==> config.mk <==
export PLATFORM = sky130hd
export DESIGN_NAME = dmem_write_monitor
export DESIGN_NICKNAME = d
export VERILOG_FILES = /design/src/rtl/dmem_write_monitor.sv
export SDC_FILE = /design/constraint.sdc
export NUM_CORES = 1
export LEC_CHECK = 0
export ABC_AREA = 1
export CAP_MARGIN = 20
export CORE_MARGIN = 2
export CORE_UTILIZATION = 45
export CTS_BUF_LIST = sky130_fd_sc_hd__clkbuf_2 sky130_fd_sc_hd__clkbuf_4 sky130_fd_sc_hd__clkbuf_8
export DETAILED_ROUTE_END_ITERATION = 16
export GPL_ROUTABILITY_DRIVEN = 0
export GPL_TIMING_DRIVEN = 0
export HOLD_SLACK_MARGIN = 0.1
export MAX_ROUTING_LAYER = met4
export PLACE_DENSITY = 0.78
export SYNTH_ARGS = -nofsm -noshare
export SYNTH_HDL_FRONTEND = slang
export SYNTH_SLANG_ARGS = --single-unit
==> constraint.sdc <==
create_clock -name clk -period 5.7 [get_ports clk]
set_clock_uncertainty 0.15 [all_clocks]
set_input_delay 1.14 -clock clk [delete_from_list [all_inputs] [get_ports clk]]
set_output_delay 1.14 -clock clk [all_outputs]
set_load 0.03 [all_outputs]
==> src/rtl/dmem_write_monitor.sv <==
// dmem_write_monitor: watches processor data-memory stores to one address,
// queues every captured store word in a small FIFO for a downstream consumer,
// and latches a pass/fail verdict from the first captured word.
module dmem_write_monitor #(
    parameter logic [31:0] WATCH_ADDR  = 32'd200,
    parameter logic [31:0] EXPECT_DATA = 32'h3fe00000,
    parameter int          DEPTH       = 4
) (
    input  logic        clk,
    input  logic        reset,
    input  logic        MemWrite,
    input  logic [31:0] DataAdr,
    input  logic [31:0] WriteData,
    output logic        out_valid,
    input  logic        out_ready,
    output logic [31:0] out_data,
    output logic        done,
    output logic        pass,
    output logic        overflow,
    output logic [7:0]  wr_count
);

    localparam int PTR_W = $clog2(DEPTH);
    localparam int CNT_W = PTR_W + 1;

    typedef enum logic [1:0] {
        ST_IDLE = 2'd0,
        ST_PASS = 2'd1,
        ST_FAIL = 2'd2
    } state_t;

    logic [31:0]      mem_q [DEPTH];
    logic [PTR_W-1:0] wr_ptr_q, wr_ptr_d;
    logic [PTR_W-1:0] rd_ptr_q, rd_ptr_d;
    logic [CNT_W-1:0] count_q, count_d;
    logic             overflow_q, overflow_d;
    logic [7:0]       wr_count_q, wr_count_d;
    state_t           state_q;
    logic             done_q, pass_q;

    logic capture, full, empty, pop, push;

    // A pop needs a word already visible at the head, so a word pushed into an
    // empty FIFO is never popped in the same cycle. When full, a pop frees the
    // slot the incoming word takes, so the push still goes through.
    assign capture = MemWrite && (DataAdr == WATCH_ADDR);
    assign full    = (count_q == CNT_W'(DEPTH));
    assign empty   = (count_q == '0);
    assign pop     = !empty && out_ready;
    assign push    = capture && (!full || pop);

    // Next-state for FIFO pointers, occupancy and the capture statistics.
    always_comb begin
        wr_ptr_d   = wr_ptr_q;
        rd_ptr_d   = rd_ptr_q;
        count_d    = count_q;
        overflow_d = overflow_q;
        wr_count_d = wr_count_q;
        if (push) begin
            wr_ptr_d = wr_ptr_q + PTR_W'(1);
        end
        if (pop) begin
            rd_ptr_d = rd_ptr_q + PTR_W'(1);
        end
        if (push && !pop) begin
            count_d = count_q + CNT_W'(1);
        end else if (pop && !push) begin
            count_d = count_q - CNT_W'(1);
        end
        if (capture && full && !pop) begin
            overflow_d = 1'b1;
        end
        if (capture && (wr_count_q != 8'hff)) begin
            wr_count_d = wr_count_q + 8'd1;
        end
    end

    // Control registers; reset discards all queued words and statistics.
    always_ff @(posedge clk or negedge reset) begin
        if (!reset) begin
            wr_ptr_q   <= '0;
            rd_ptr_q   <= '0;
            count_q    <= '0;
            overflow_q <= 1'b0;
            wr_count_q <= 8'd0;
        end else begin
            wr_ptr_q   <= wr_ptr_d;
            rd_ptr_q   <= rd_ptr_d;
            count_q    <= count_d;
            overflow_q <= overflow_d;
            wr_count_q <= wr_count_d;
        end
    end

    // Storage array; contents are only observable through the occupancy, so it needs no reset.
    always_ff @(posedge clk) begin
        if (push) begin
            mem_q[wr_ptr_q] <= WriteData;
        end
    end

    // Verdict FSM: the first captured word decides, and the verdict then holds until reset.
    always_ff @(posedge clk or negedge reset) begin
        if (!reset) begin
            state_q <= ST_IDLE;
            done_q  <= 1'b0;
            pass_q  <= 1'b0;
        end else begin
            case (state_q)
                ST_IDLE: begin
                    if (capture) begin
                        done_q <= 1'b1;
                        if (WriteData == EXPECT_DATA) begin
                            state_q <= ST_PASS;
                            pass_q  <= 1'b1;
                        end else begin
                            state_q <= ST_FAIL;
                            pass_q  <= 1'b0;
                        end
                    end
                end
                ST_PASS: state_q <= ST_PASS;
                ST_FAIL: state_q <= ST_FAIL;
                default: begin
                    state_q <= ST_IDLE;
                    done_q  <= 1'b0;
                    pass_q  <= 1'b0;
                end
            endcase
        end
    end

    // The head word is masked while empty so out_data reads zero in reset and when idle.
    assign out_valid = !empty;
    assign out_data  = empty ? 32'd0 : mem_q[rd_ptr_q];
    assign done      = done_q;
    assign pass      = pass_q;
    assign overflow  = overflow_q;
    assign wr_count  = wr_count_q;

endmodule

==> flow_metrics.env <==
export IMPL_maxSlewHeadroom_pct=38.1
export IMPL_row_count=44
export IMPL_worstPathRequired_ns=4.41
export IMPL_clock_latency_ns=0.45
export IMPL_clkSlewWorstSetupHoldPaths_ns=0.08
export IMPL_gr_total_overflow=0
export IMPL_swShare_pct=39.8
export IMPL_multiInputGateArea_sq_um=2000
export IMPL_synth_cell_type_count=30
export IMPL_final_seq_area_sq_um=4340
export IMPL_drv_cap=0
export IMPL_core_sq_um=14500
export IMPL_hpwl_microns=10500
export IMPL_yosysMostFrequentCell="nor2_1"
export IMPL_ctsResizeCount=0
export IMPL_clk_path_buf_depth=2
export IMPL_whs_ns=0.333
export IMPL_grt_usage_pct=20.7
export IMPL_yosysTopAreaCellShare_pct=58.0
export IMPL_seqPwrFrac_pct=33.3
export IMPL_syn2layout_area_growth_pct=28.0
export IMPL_clock_sinks=148
export IMPL_min_period_over_period_pct=68.8
export IMPL_vias=4984
export IMPL_p_clk_share_pct=22.1
export IMPL_critPathArrivalTime_ns=2.63
export IMPL_p_sw_mw=1.45
export IMPL_cts_root_buf="clkbuf_8"
export IMPL_p_int_mw=2.19
export IMPL_synth_cells=645
export IMPL_wl_per_cell_microns=16.0
export IMPL_peakVddDrop_mv=0.183
export IMPL_rsz0062_at_grt="no"
export IMPL_synthFlopType="edfxtp_1"
export IMPL_htreeDepth=4
export IMPL_synth_top_cells_by_count="nor2_1 (188), edfxtp_1 (128), nand2_1 (66), inv_1 (50), o21ai_1 (38)"
export IMPL_power_density_nw_per_um2=428
export IMPL_finalSetupTns_ns=0
export IMPL_antenna_cells=0
export IMPL_setup_viol=0
export IMPL_drc=0
export IMPL_cp_num_buf_inv=3
export IMPL_crit_slowest_cell="clkdlybuf4s50_1"
export IMPL_nets=855
export IMPL_cts_buffers=17
export IMPL_yosys_warnings=0
export IMPL_synth_edf_count=128
export IMPL_vias_per_cell=5.11
export IMPL_drive_gt1_share_pct=8.96
export IMPL_syn_area_per_cell_sq_um=10.3
export IMPL_initial_core_util_pct=45.8
export IMPL_path_cells="inv_2, clkbuf_1, o21ai_1, a21oi_1, clkdlybuf4s50_1"
export IMPL_ant_nets=0
export IMPL_critPathKind="register to output port"
export IMPL_p_leak_nw=3.10
export IMPL_drv_slew=0
export IMPL_tritoncts="yes"
export IMPL_grt_pass1_vias=5041
export IMPL_tightestPinTransition_ns=0.926
export IMPL_hold_buffers=0
export IMPL_end_kind="output port"
export IMPL_cp_slowest_stage_delay_ns=0.72
export IMPL_path_max_fanout=10
export IMPL_synth_async_reset_ratio_pct=13.5
export IMPL_yosys_top_cells_area="edfxtp_1 (58%), nor2_1 (11%), dfrtp_1 (7.6%)"
export IMPL_postSynthRegisterBits=148
export IMPL_hold_class="register to register"
export IMPL_io_pins=112
export IMPL_hold_violations=0
export IMPL_grt_first_pass_wirelength_microns=24600
export IMPL_yosysSeqAreaShare_pct=65.5
export IMPL_post_cts_setup_buffer_count=0
export IMPL_antenna_found_initial=0
export IMPL_drt_iter0_drc=509
export IMPL_dieArea_sq_um=15700
export IMPL_dr_pass1_iters=5
export IMPL_wirelength_microns=15600
export IMPL_status="complete, no violations"
export IMPL_die_h_microns=125
export IMPL_fin_crit_ns=3.92
export IMPL_path_delay_family="buffers and inverters"
export IMPL_syn_area_sq_um=6630
export IMPL_synth_top_cell_by_area="edfxtp_1"
export IMPL_die_w_microns=125
export IMPL_fmaxAchievable_ghz=0.255
export IMPL_pwr_share_comb_pct=44.6
export IMPL_syn_nets=721
export IMPL_nFillCells=1224
export IMPL_cp_start_kind="register"
export IMPL_numPortBuffers=111
export IMPL_grt_max_degree=25
-- per-layer routing --
metal  wire length, microns  part of all wire [%]  vias to the layer above  track usage [%]
met3                   1210                   7.7                       32             5.69
met4                    350                   2.2                        0             8.04
met5                      0                     0                        -                -
met2                   7780                    50                      222             34.7
li1                       -                     -                     2418                -
met1                   6250                    40                     2312             23.8
-- stage by stage --
| stage | total power, mW | cells | setup slack, ns | area [sq um] | utilization, % |
|---|---|---|---|---|---|
| global placement | 2.83 | 940 | 0.462 | 7970 | 55.0 |
| detailed placement | 2.85 | 944 | 1.84 | 8090 | 55.9 |
| global route | 3.81 | 976 | 1.62 | 8480 | 58.6 |
| CTS | 3.65 | 976 | 1.76 | 8480 | 58.6 |
| finish | 3.63 | 976 | 1.78 | 8480 | 58.6 |
| floorplan | 2.21 | 645 | 1.99 | 6630 | - |
-- layout by cell type, fill, tap and decap left out, drive strengths merged --
master and n:
nor2 192, edfxtp 128, clkdlybuf4s50 111, nand2 74, o21ai 71, inv 56
a21oi 33, clkbuf 27, nand3 23, dfrtp 20, buf 18, ha 7
clkinv 6, xnor2 5, xor2 5, nand4 3, clkinvlp 3, and2 3
bufinv 2, nor3b 1, mux2 1, o21bai 1, nor3 1, fa 1
-- final cells by class --
type / count / share of cell area (%)
clock inverter: 15 / 1.81
buffer: 24 / 1.36
clock buffer: 17 / 2.76
sequential: 148 / 51.2
tap: 184 / 2.71
inverter: 52 / 2.30
timing repair buffer: 115 / 14.2
multi-input combinational: 421 / 23.6
-- sequential cells by signal, indices dropped and copies added (netlist names) --
register  flops
overflow      1
mem_q       128
done          1
count_q       3
pass          1
rd_ptr_q      2
wr_ptr_q      2
wr_count      8
state_q       2
-- cells by family after synthesis --
kind of cell / synth area share [%]
buffers and inverters: 4.68
AO/OA/AOI/OAI: 8.31
XOR/XNOR: 1.32
adder cells (fa/ha/maj): 1.62
multiplexers: 0.170
AND/OR/NAND/NOR: 18.4
flip-flops: 65.5
-- path summary, 6_finish.rpt --
check / startpoint / endpoint / slack, ns / cells after the start
max in group asynchronous: reset / rd_ptr_q[0] / 3.77 / 1
min in group asynchronous: reset / wr_count[7] / 1.06 / 1
worst max-delay path: rd_ptr_q[0] / out_data[20] / 1.78 / 5
worst min register to register: done / done / 0.33 / 2
worst max register to register: count_q[0] / count_q[2] / 3.34 / 11
worst min-delay path: done / done / 0.33 / 2
-- worst register-to-register path: cells and delay by family (launching register included) --
family                   cells  cell delay, ns
adder cells (fa/ha/maj)      2            0.52
flip-flops                   1            0.43
AND/OR/NAND/NOR              3            0.38
buffers and inverters        3            0.35
AO/OA/AOI/OAI                2            0.27
XOR/XNOR                     1            0.15
-- power groups by stage --
stage | clock [mW] | sequential [mW] | combinational [mW]
after floorplan | 0 | 1.23 | 0.974
after global placement | 0 | 1.23 | 1.60
after detailed placement | 0 | 1.23 | 1.62
after CTS | 0.811 | 1.21 | 1.63
after global routing | 0.858 | 1.21 | 1.74
final | 0.801 | 1.21 | 1.62
Note: power is estimated with default switching activity, not from simulation.
